File: src/rtl/csa_bist_pkg.sv
// Shared types and helpers for the carry-select adder BIST controller:
// FSM states, golden csc responses and the fault-map to repair lookup.
package csa_bist_pkg;

  localparam int CSC_OUT_W = 6;
  localparam int N_CSC     = 4;
  localparam int PAT_W     = 4;

  typedef enum logic [2:0] {
    ST_IDLE,
    ST_APPLY,
    ST_WAIT,
    ST_CHECK,
    ST_RESOLVE,
    ST_DONE
  } state_t;

  typedef struct packed {
    logic [2:0] is_v;
    logic [3:0] ss_v;
    logic       uncorrect;
  } repair_t;

  // Pattern is {a1,b1,a0,b0}; response is {c_ci1,c_ci0,s1_ci1,s1_ci0,s0_ci1,s0_ci0}.
  function automatic logic [CSC_OUT_W-1:0] csc_golden(input logic [PAT_W-1:0] pat);
    logic [2:0] sum_ci0;
    logic [2:0] sum_ci1;
    sum_ci0 = {1'b0, pat[3], pat[1]} + {1'b0, pat[2], pat[0]};
    sum_ci1 = sum_ci0 + 3'd1;
    return {sum_ci1[2], sum_ci0[2], sum_ci1[1], sum_ci0[1], sum_ci1[0], sum_ci0[0]};
  endfunction

  function automatic repair_t repair_lookup(input logic [N_CSC-1:0] fault_map);
    repair_t r;
    r = '{is_v: 3'b000, ss_v: 4'b0000, uncorrect: 1'b0};
    case (fault_map)
      4'b0000: r = '{is_v: 3'b000, ss_v: 4'b0000, uncorrect: 1'b0};
      4'b0001: r = '{is_v: 3'b111, ss_v: 4'b1111, uncorrect: 1'b0};
      4'b0010: r = '{is_v: 3'b110, ss_v: 4'b1110, uncorrect: 1'b0};
      4'b0100: r = '{is_v: 3'b100, ss_v: 4'b1100, uncorrect: 1'b0};
      4'b1000: r = '{is_v: 3'b000, ss_v: 4'b1000, uncorrect: 1'b0};
      default: r = '{is_v: 3'b000, ss_v: 4'b0000, uncorrect: 1'b1};
    endcase
    return r;
  endfunction

endpackage

File: src/rtl/csa_bist_checker.sv
// Combinational compare of the 24-bit adder test response against the
// golden response of the applied pattern; one mismatch bit per csc.
module csa_bist_checker
  import csa_bist_pkg::*;
(
  input  logic [N_CSC*CSC_OUT_W-1:0] i_test_output,
  input  logic [PAT_W-1:0]           i_pat,
  output logic [N_CSC-1:0]           o_mismatch
);

  logic [CSC_OUT_W-1:0] w_gold;

  always_comb begin
    o_mismatch = '0;
    w_gold     = csc_golden(i_pat);
    for (int k = 0; k < N_CSC; k++) begin
      o_mismatch[k] = (i_test_output[k*CSC_OUT_W +: CSC_OUT_W] != w_gold);
    end
  end

endmodule

File: src/rtl/csa_bist_controller.sv
// BIST initiator for the carry-select adder: sweeps all csc patterns,
// builds the per-csc fault map and derives the spare-steering vectors.
module csa_bist_controller
  import csa_bist_pkg::*;
#(
  parameter int SETTLE = 1
) (
  input  logic                       clk,
  input  logic                       rst_n,
  input  logic                       i_start,
  input  logic [N_CSC*CSC_OUT_W-1:0] i_test_output,
  output logic                       o_test,
  output logic [PAT_W-1:0]           o_test_data,
  output logic [2:0]                 o_is,
  output logic [3:0]                 o_ss,
  output logic                       o_busy,
  output logic                       o_done,
  output logic [N_CSC-1:0]           o_fault_map,
  output logic                       o_uncorrect,
  output logic [PAT_W-1:0]           o_first_fail
);

  localparam int CW = (SETTLE > 1) ? $clog2(SETTLE) : 1;

  state_t           r_state;
  state_t           w_next;
  logic [PAT_W-1:0] r_pat;
  logic [CW-1:0]    r_cnt;
  logic             r_busy;
  logic             r_done;
  logic [N_CSC-1:0] r_fault_map;
  logic [PAT_W-1:0] r_first_fail;
  logic             r_any_fail;
  logic [2:0]       r_is;
  logic [3:0]       r_ss;
  logic             r_uncorrect;
  logic [N_CSC-1:0] w_mismatch;
  repair_t          w_repair;

  csa_bist_checker u_checker (
    .i_test_output (i_test_output),
    .i_pat         (r_pat),
    .o_mismatch    (w_mismatch)
  );

  assign w_repair = repair_lookup(r_fault_map);

  always_ff @(posedge clk or negedge rst_n) begin
    if (!rst_n) r_state <= ST_IDLE;
    else        r_state <= w_next;
  end

  always_comb begin
    w_next = r_state;
    case (r_state)
      ST_IDLE:    if (i_start) w_next = ST_APPLY;
      ST_APPLY:   w_next = ST_WAIT;
      ST_WAIT:    if (r_cnt == '0) w_next = ST_CHECK;
      ST_CHECK:   w_next = (r_pat == '1) ? ST_RESOLVE : ST_APPLY;
      ST_RESOLVE: w_next = ST_DONE;
      ST_DONE:    w_next = ST_IDLE;
      default:    w_next = ST_IDLE;
    endcase
  end

  always_ff @(posedge clk or negedge rst_n) begin
    if (!rst_n) begin
      r_pat        <= '0;
      r_cnt        <= '0;
      r_busy       <= 1'b0;
      r_done       <= 1'b0;
      r_fault_map  <= '0;
      r_first_fail <= '0;
      r_any_fail   <= 1'b0;
      r_is         <= '0;
      r_ss         <= '0;
      r_uncorrect  <= 1'b0;
    end else begin
      r_done <= 1'b0;
      case (r_state)
        ST_IDLE: begin
          if (i_start) begin
            r_fault_map  <= '0;
            r_first_fail <= '0;
            r_uncorrect  <= 1'b0;
            r_any_fail   <= 1'b0;
            r_pat        <= '0;
            r_busy       <= 1'b1;
          end
        end
        ST_APPLY: r_cnt <= CW'(SETTLE - 1);
        ST_WAIT:  if (r_cnt != '0) r_cnt <= r_cnt - CW'(1);
        ST_CHECK: begin
          r_fault_map <= r_fault_map | w_mismatch;
          if (!r_any_fail && (|w_mismatch)) begin
            r_first_fail <= r_pat;
            r_any_fail   <= 1'b1;
          end
          if (r_pat != '1) r_pat <= r_pat + PAT_W'(1);
        end
        ST_RESOLVE: begin
          r_is        <= w_repair.is_v;
          r_ss        <= w_repair.ss_v;
          r_uncorrect <= w_repair.uncorrect;
        end
        // done and busy change together on the edge leaving DONE
        ST_DONE: begin
          r_done <= 1'b1;
          r_busy <= 1'b0;
        end
        default: ;
      endcase
    end
  end

  assign o_test       = (r_state == ST_APPLY) || (r_state == ST_WAIT) || (r_state == ST_CHECK);
  assign o_test_data  = r_pat;
  assign o_is         = r_is;
  assign o_ss         = r_ss;
  assign o_busy       = r_busy;
  assign o_done       = r_done;
  assign o_fault_map  = r_fault_map;
  assign o_uncorrect  = r_uncorrect;
  assign o_first_fail = r_first_fail;

endmodule

File: config.mk
export PLATFORM = sky130hd
export DESIGN_NAME = csa_bist_controller
export DESIGN_NICKNAME = d
export VERILOG_FILES = /design/src/rtl/csa_bist_pkg.sv /design/src/rtl/csa_bist_checker.sv /design/src/rtl/csa_bist_controller.sv
export SDC_FILE = /design/constraint.sdc
export NUM_CORES = 1
export LEC_CHECK = 0
export BUFFER_PORTS_ARGS = -buffer_cell sky130_fd_sc_hd__buf_2
export CAP_MARGIN = 20
export CORE_MARGIN = 3
export CORE_UTILIZATION = 45
export DETAILED_ROUTE_END_ITERATION = 10
export GPL_ROUTABILITY_DRIVEN = 0
export PLACE_DENSITY = 0.74
export RECOVER_POWER = 50
export SYNTH_ARGS = -nofsm -noshare
export SYNTH_HDL_FRONTEND = slang
export SYNTH_HIERARCHICAL = 1
export SYNTH_SLANG_ARGS = --single-unit
File: constraint.sdc
create_clock -name clk -period 2.7 [get_ports clk]
set_input_delay 0.135 -clock clk [delete_from_list [all_inputs] [get_ports clk]]
set_output_delay 0.135 -clock clk [all_outputs]
set_load 0.01 [all_outputs]
==> qor.txt <==
result of the run - finished, final reports clean
YS warnings - 6
fin crit share - 96.9%
total via count in the routed design - 1278
cell breakdown of the critical path - ha_2 > inv_1 > fa_1 > inv_2 > ha_4 > xor2_1 > nor3_2 > nand3_2 > nor4_4 > nor2_1 > o21a_1
number of nets with antenna violations after detailed routing - 0
RSZ-0062 raised after global routing - yes
CTS tree - yes
async set-reset flop share out of synthesis - 100%
areal power density over the cells - 1230 mW/mm²
reported net switching power - 1.05 mW
VDD IR-drop max - 881 µV
sequential-to-total area share from yosys stat - 37.9%
most frequent cells in the layout - 40 x sky130_fd_sc_hd__buf_2, 22 x sky130_fd_sc_hd__dfrtp_1, 16 x sky130_fd_sc_hd__nand2_1
ant diodes - 0
Synth Area in Adders - 4.44%
Total Routed Length - 3320 µm
combinational family with the most area after synthesis - simple AND/OR/NAND/NOR gates
power share of the combinational group - 65.7%
post-route core utilization - 59.7%
crit-path max FO - 4
GRT Resource Usage Total - 16.9%
area taken by flip-flops and latches - 577 µm²
Max Fclk - 0.382 GHz
mean number of vias per cell - 5.07
clock buffer depth - 2
wire length of the first global-routing pass - 5600 µm
Setup crit start kind - flip-flop
Final HPWL DP - 2560 µm
biggest cell delay along the critical path - 0.43 ns
Net count, final - 240
worst-margin pin slew - 1.26 ns
Site Rows - 20
vias in the first global route - 1265
max-capacitance violation count - 0
placed insts - 243
number of flops mapped to enable cells by yosys - 0
setup slack after placement - -0.0496 ns
Worst Reg2Reg Path Length in Cells - 11
synthesized flop and latch total - 23
number of primary I/O pins - 50
Die ar. - 0.00411 mm²
Skew-Pair Late Insertion Delay - 0.31 ns
complex-gate fraction of the synthesized area - 11.6%
critical path endpoint category - flip-flop
clock share of power - 6.8%
Max Transition Viols Final - 0
input/output buffers - 49
# fillers - 286
number of iterations in the first detailed-routing pass - 4
die height - 64.1 µm
drt wl/cell - 13.2 µm
number of nets produced by synthesis - 191
average footprint of a synthesized cell - 9.50 µm²
share of synthesized cell area in and, or, nand and nor gates - 19.0%
worst-case clock skew - 0.00500 ns
Post-Layout Cell Count - 252
maximum number of pins on one net before global-route repair - 24
cell area after synthesis - 0.00152 mm²
portion of netlist area occupied by mux cells - 4.69%
Syn-to-layout area delta - 22.9%
Required @ worst endpoint - 2.91 ns
residual DRC count - 0
crit path setup slack, layout - 0.0845 ns
primary flip-flop cell chosen by synthesis mapping - sky130_fd_sc_hd__dfrtp_1
highest-delay cell along the critical path - sky130_fd_sc_hd__fa_1
fraction of synthesized cell area in xor and xnor cells - 13.3%
most common cell after layout, fill and taps aside - sky130_fd_sc_hd__buf_2
shortest clock period the worst path allows after layout - 2.62 ns
Internal Dissipation - 1.24 mW
clock slew at reported path FFs - 0.12 ns
Worst Path Class, Setup - flip-flop to flip-flop
TritonCTS buffer count - 3
clock sink total - 23
ratio of cells with drive above 1 in the final layout - 34.1%
global route total overflow - 0
die width - 64.1 µm
area of the multi-input gates - 863 µm²
fraction of power spent switching nets - 45.8%
starting density of the core - 48.6%
count of endpoints failing setup in the final report - 0
count of different cell masters after synthesis - 40
Post-Syn Instances - 160
remaining max-slew budget at the tightest pin - 16.3%
Initial DRC Count - 37
Crit path arrival time - 2.82 ns
root cell of the clock tree - sky130_fd_sc_hd__clkbuf_4
cell depth of the worst hold path - 4
CORE AREA - 0.00313 mm²
Worst Hold Class - primary input to flip-flop
total number of H-tree levels - 1
antenna violations before repair - 0
static leakage power - 0.855 nW
overall power - 2.29 mW
Hold Fails Final Rpt - 0
part of the power in registers - 27.5%
flip-flops by register name, summed over array words and instances, names as in the netlist:
| signal | flops |
|---|---|
| o_fault_map | 4 |
| o_first_fail | 4 |
| o_test_data | 4 |
| r_state | 3 |
| o_is | 2 |
| o_ss | 2 |
| o_busy | 1 |
| o_done | 1 |
| o_uncorrect | 1 |
| r_any_fail | 1 |
final cells by class:
class | instances | area share, %
Clock inverter | 1 | 0.268
Inverter | 9 | 1.81
Clock buffer | 3 | 1.21
Tap cell | 44 | 2.95
Timing Repair Buffer | 59 | 16.7
Sequential cell | 23 | 30.9
Multi-Input combinational cell | 113 | 46.2
final timing paths:
| path | start | end | slack, ns |
|---|---|---|---|
| hold reg to reg | o_is[0] | o_is[0] | 0.50 |
| min in group asynchronous | rst_n | o_is[0] | 0.61 |
| setup reg to reg | o_test_data[0] | r_any_fail | 0.08 |
| setup / recovery | o_test_data[0] | r_any_fail | 0.08 |
| hold / removal | i_start | o_uncorrect | 0.21 |
| max in group asynchronous | rst_n | o_test_data[0] | 1.27 |
Yosys cell counts, types with 2 or more instances:
| library cell | instances | area, µm² |
|---|---|---|
| sky130_fd_sc_hd__a21oi_1 | 7 | 35.0 |
| sky130_fd_sc_hd__buf_2 | 3 | 15.0 |
| sky130_fd_sc_hd__buf_4 | 3 | 22.5 |
| sky130_fd_sc_hd__buf_6 | 3 | 33.8 |
| sky130_fd_sc_hd__clkbuf_1 | 4 | 15.0 |
| sky130_fd_sc_hd__dfrtp_1 | 23 | 576 |
| sky130_fd_sc_hd__ha_1 | 3 | 37.5 |
| sky130_fd_sc_hd__inv_1 | 9 | 33.8 |
| sky130_fd_sc_hd__mux2i_1 | 6 | 60.1 |
| sky130_fd_sc_hd__nand2_1 | 16 | 60.1 |
| sky130_fd_sc_hd__nand2b_1 | 4 | 25.0 |
| sky130_fd_sc_hd__nand3_1 | 6 | 30.0 |
| sky130_fd_sc_hd__nor2_1 | 12 | 45.0 |
| sky130_fd_sc_hd__nor3_1 | 5 | 25.0 |
| sky130_fd_sc_hd__nor4_1 | 2 | 12.5 |
| sky130_fd_sc_hd__o21a_1 | 2 | 15.0 |
| sky130_fd_sc_hd__o21ai_0 | 7 | 35.0 |
| sky130_fd_sc_hd__o22ai_1 | 3 | 18.8 |
| sky130_fd_sc_hd__o31ai_1 | 3 | 22.5 |
| sky130_fd_sc_hd__xnor2_1 | 14 | 123 |
| sky130_fd_sc_hd__xor2_1 | 6 | 52.6 |
critical path, delay by kind of cell, from the launching register on:
kind	cells	cell delay [ns]
xor+xnor	1	0.17
compound gates	1	0.18
flops	1	0.42
buf+inv	2	0.15
fa+ha+maj	3	0.82
simple gates	4	0.77
power by group through the flow:
| stage | logic, mW | registers, mW | clock network, mW |
|---|---|---|---|
| 4_1_cts | 1.44 | 0.626 | 0.165 |
| 5_1_grt | 1.65 | 0.658 | 0.180 |
| 3_3_place_gp | 1.37 | 0.622 | 0 |
| 2_1_floorplan | 1.16 | 0.595 | 0 |
| 6_report | 1.51 | 0.631 | 0.155 |
| 3_5_place_dp | 1.43 | 0.632 | 0 |
metal layers:
layer  part of all wire (%)  GRT usage [%]
met1                     45           21.7
met2                     49           29.2
met3                    4.4           3.34
met4                    1.1           3.69
met5                      0              0
kinds of logic (layout without fill, tap and decap cells):
kind of cell,Yosys count,in the layout
muxes,7,7
xor gates and xnor gates,21,21
DFF,23,23
AOI/OAI and AO/OA,27,27
and+or+nand+nor,53,53
adders and majority gates,5,5
buffers and inverters,24,72
stage by stage:
step	hold WS [ns]	cell area, µm²	setup TNS, ns
after CTS	0.201	1820	0
after global placement	0.129	1770	0
after floorplan	-0.161	1540	0
after global routing	0.196	1870	-0.106
after detailed placement	0.140	1770	-0.204
final	0.208	1870	0
timing repair:
item | 4_1_cts | 5_1_grt
endpoints found under the hold margin | 23 | 0
buffers inserted | 0 | 4
endpoints found under the setup margin | 5 | 5
resized for setup | 1 | 7
hold buffers | 1 | 0
pin swaps | 1 | 7
No activity file was read; power rests on OpenSTA's default activity.
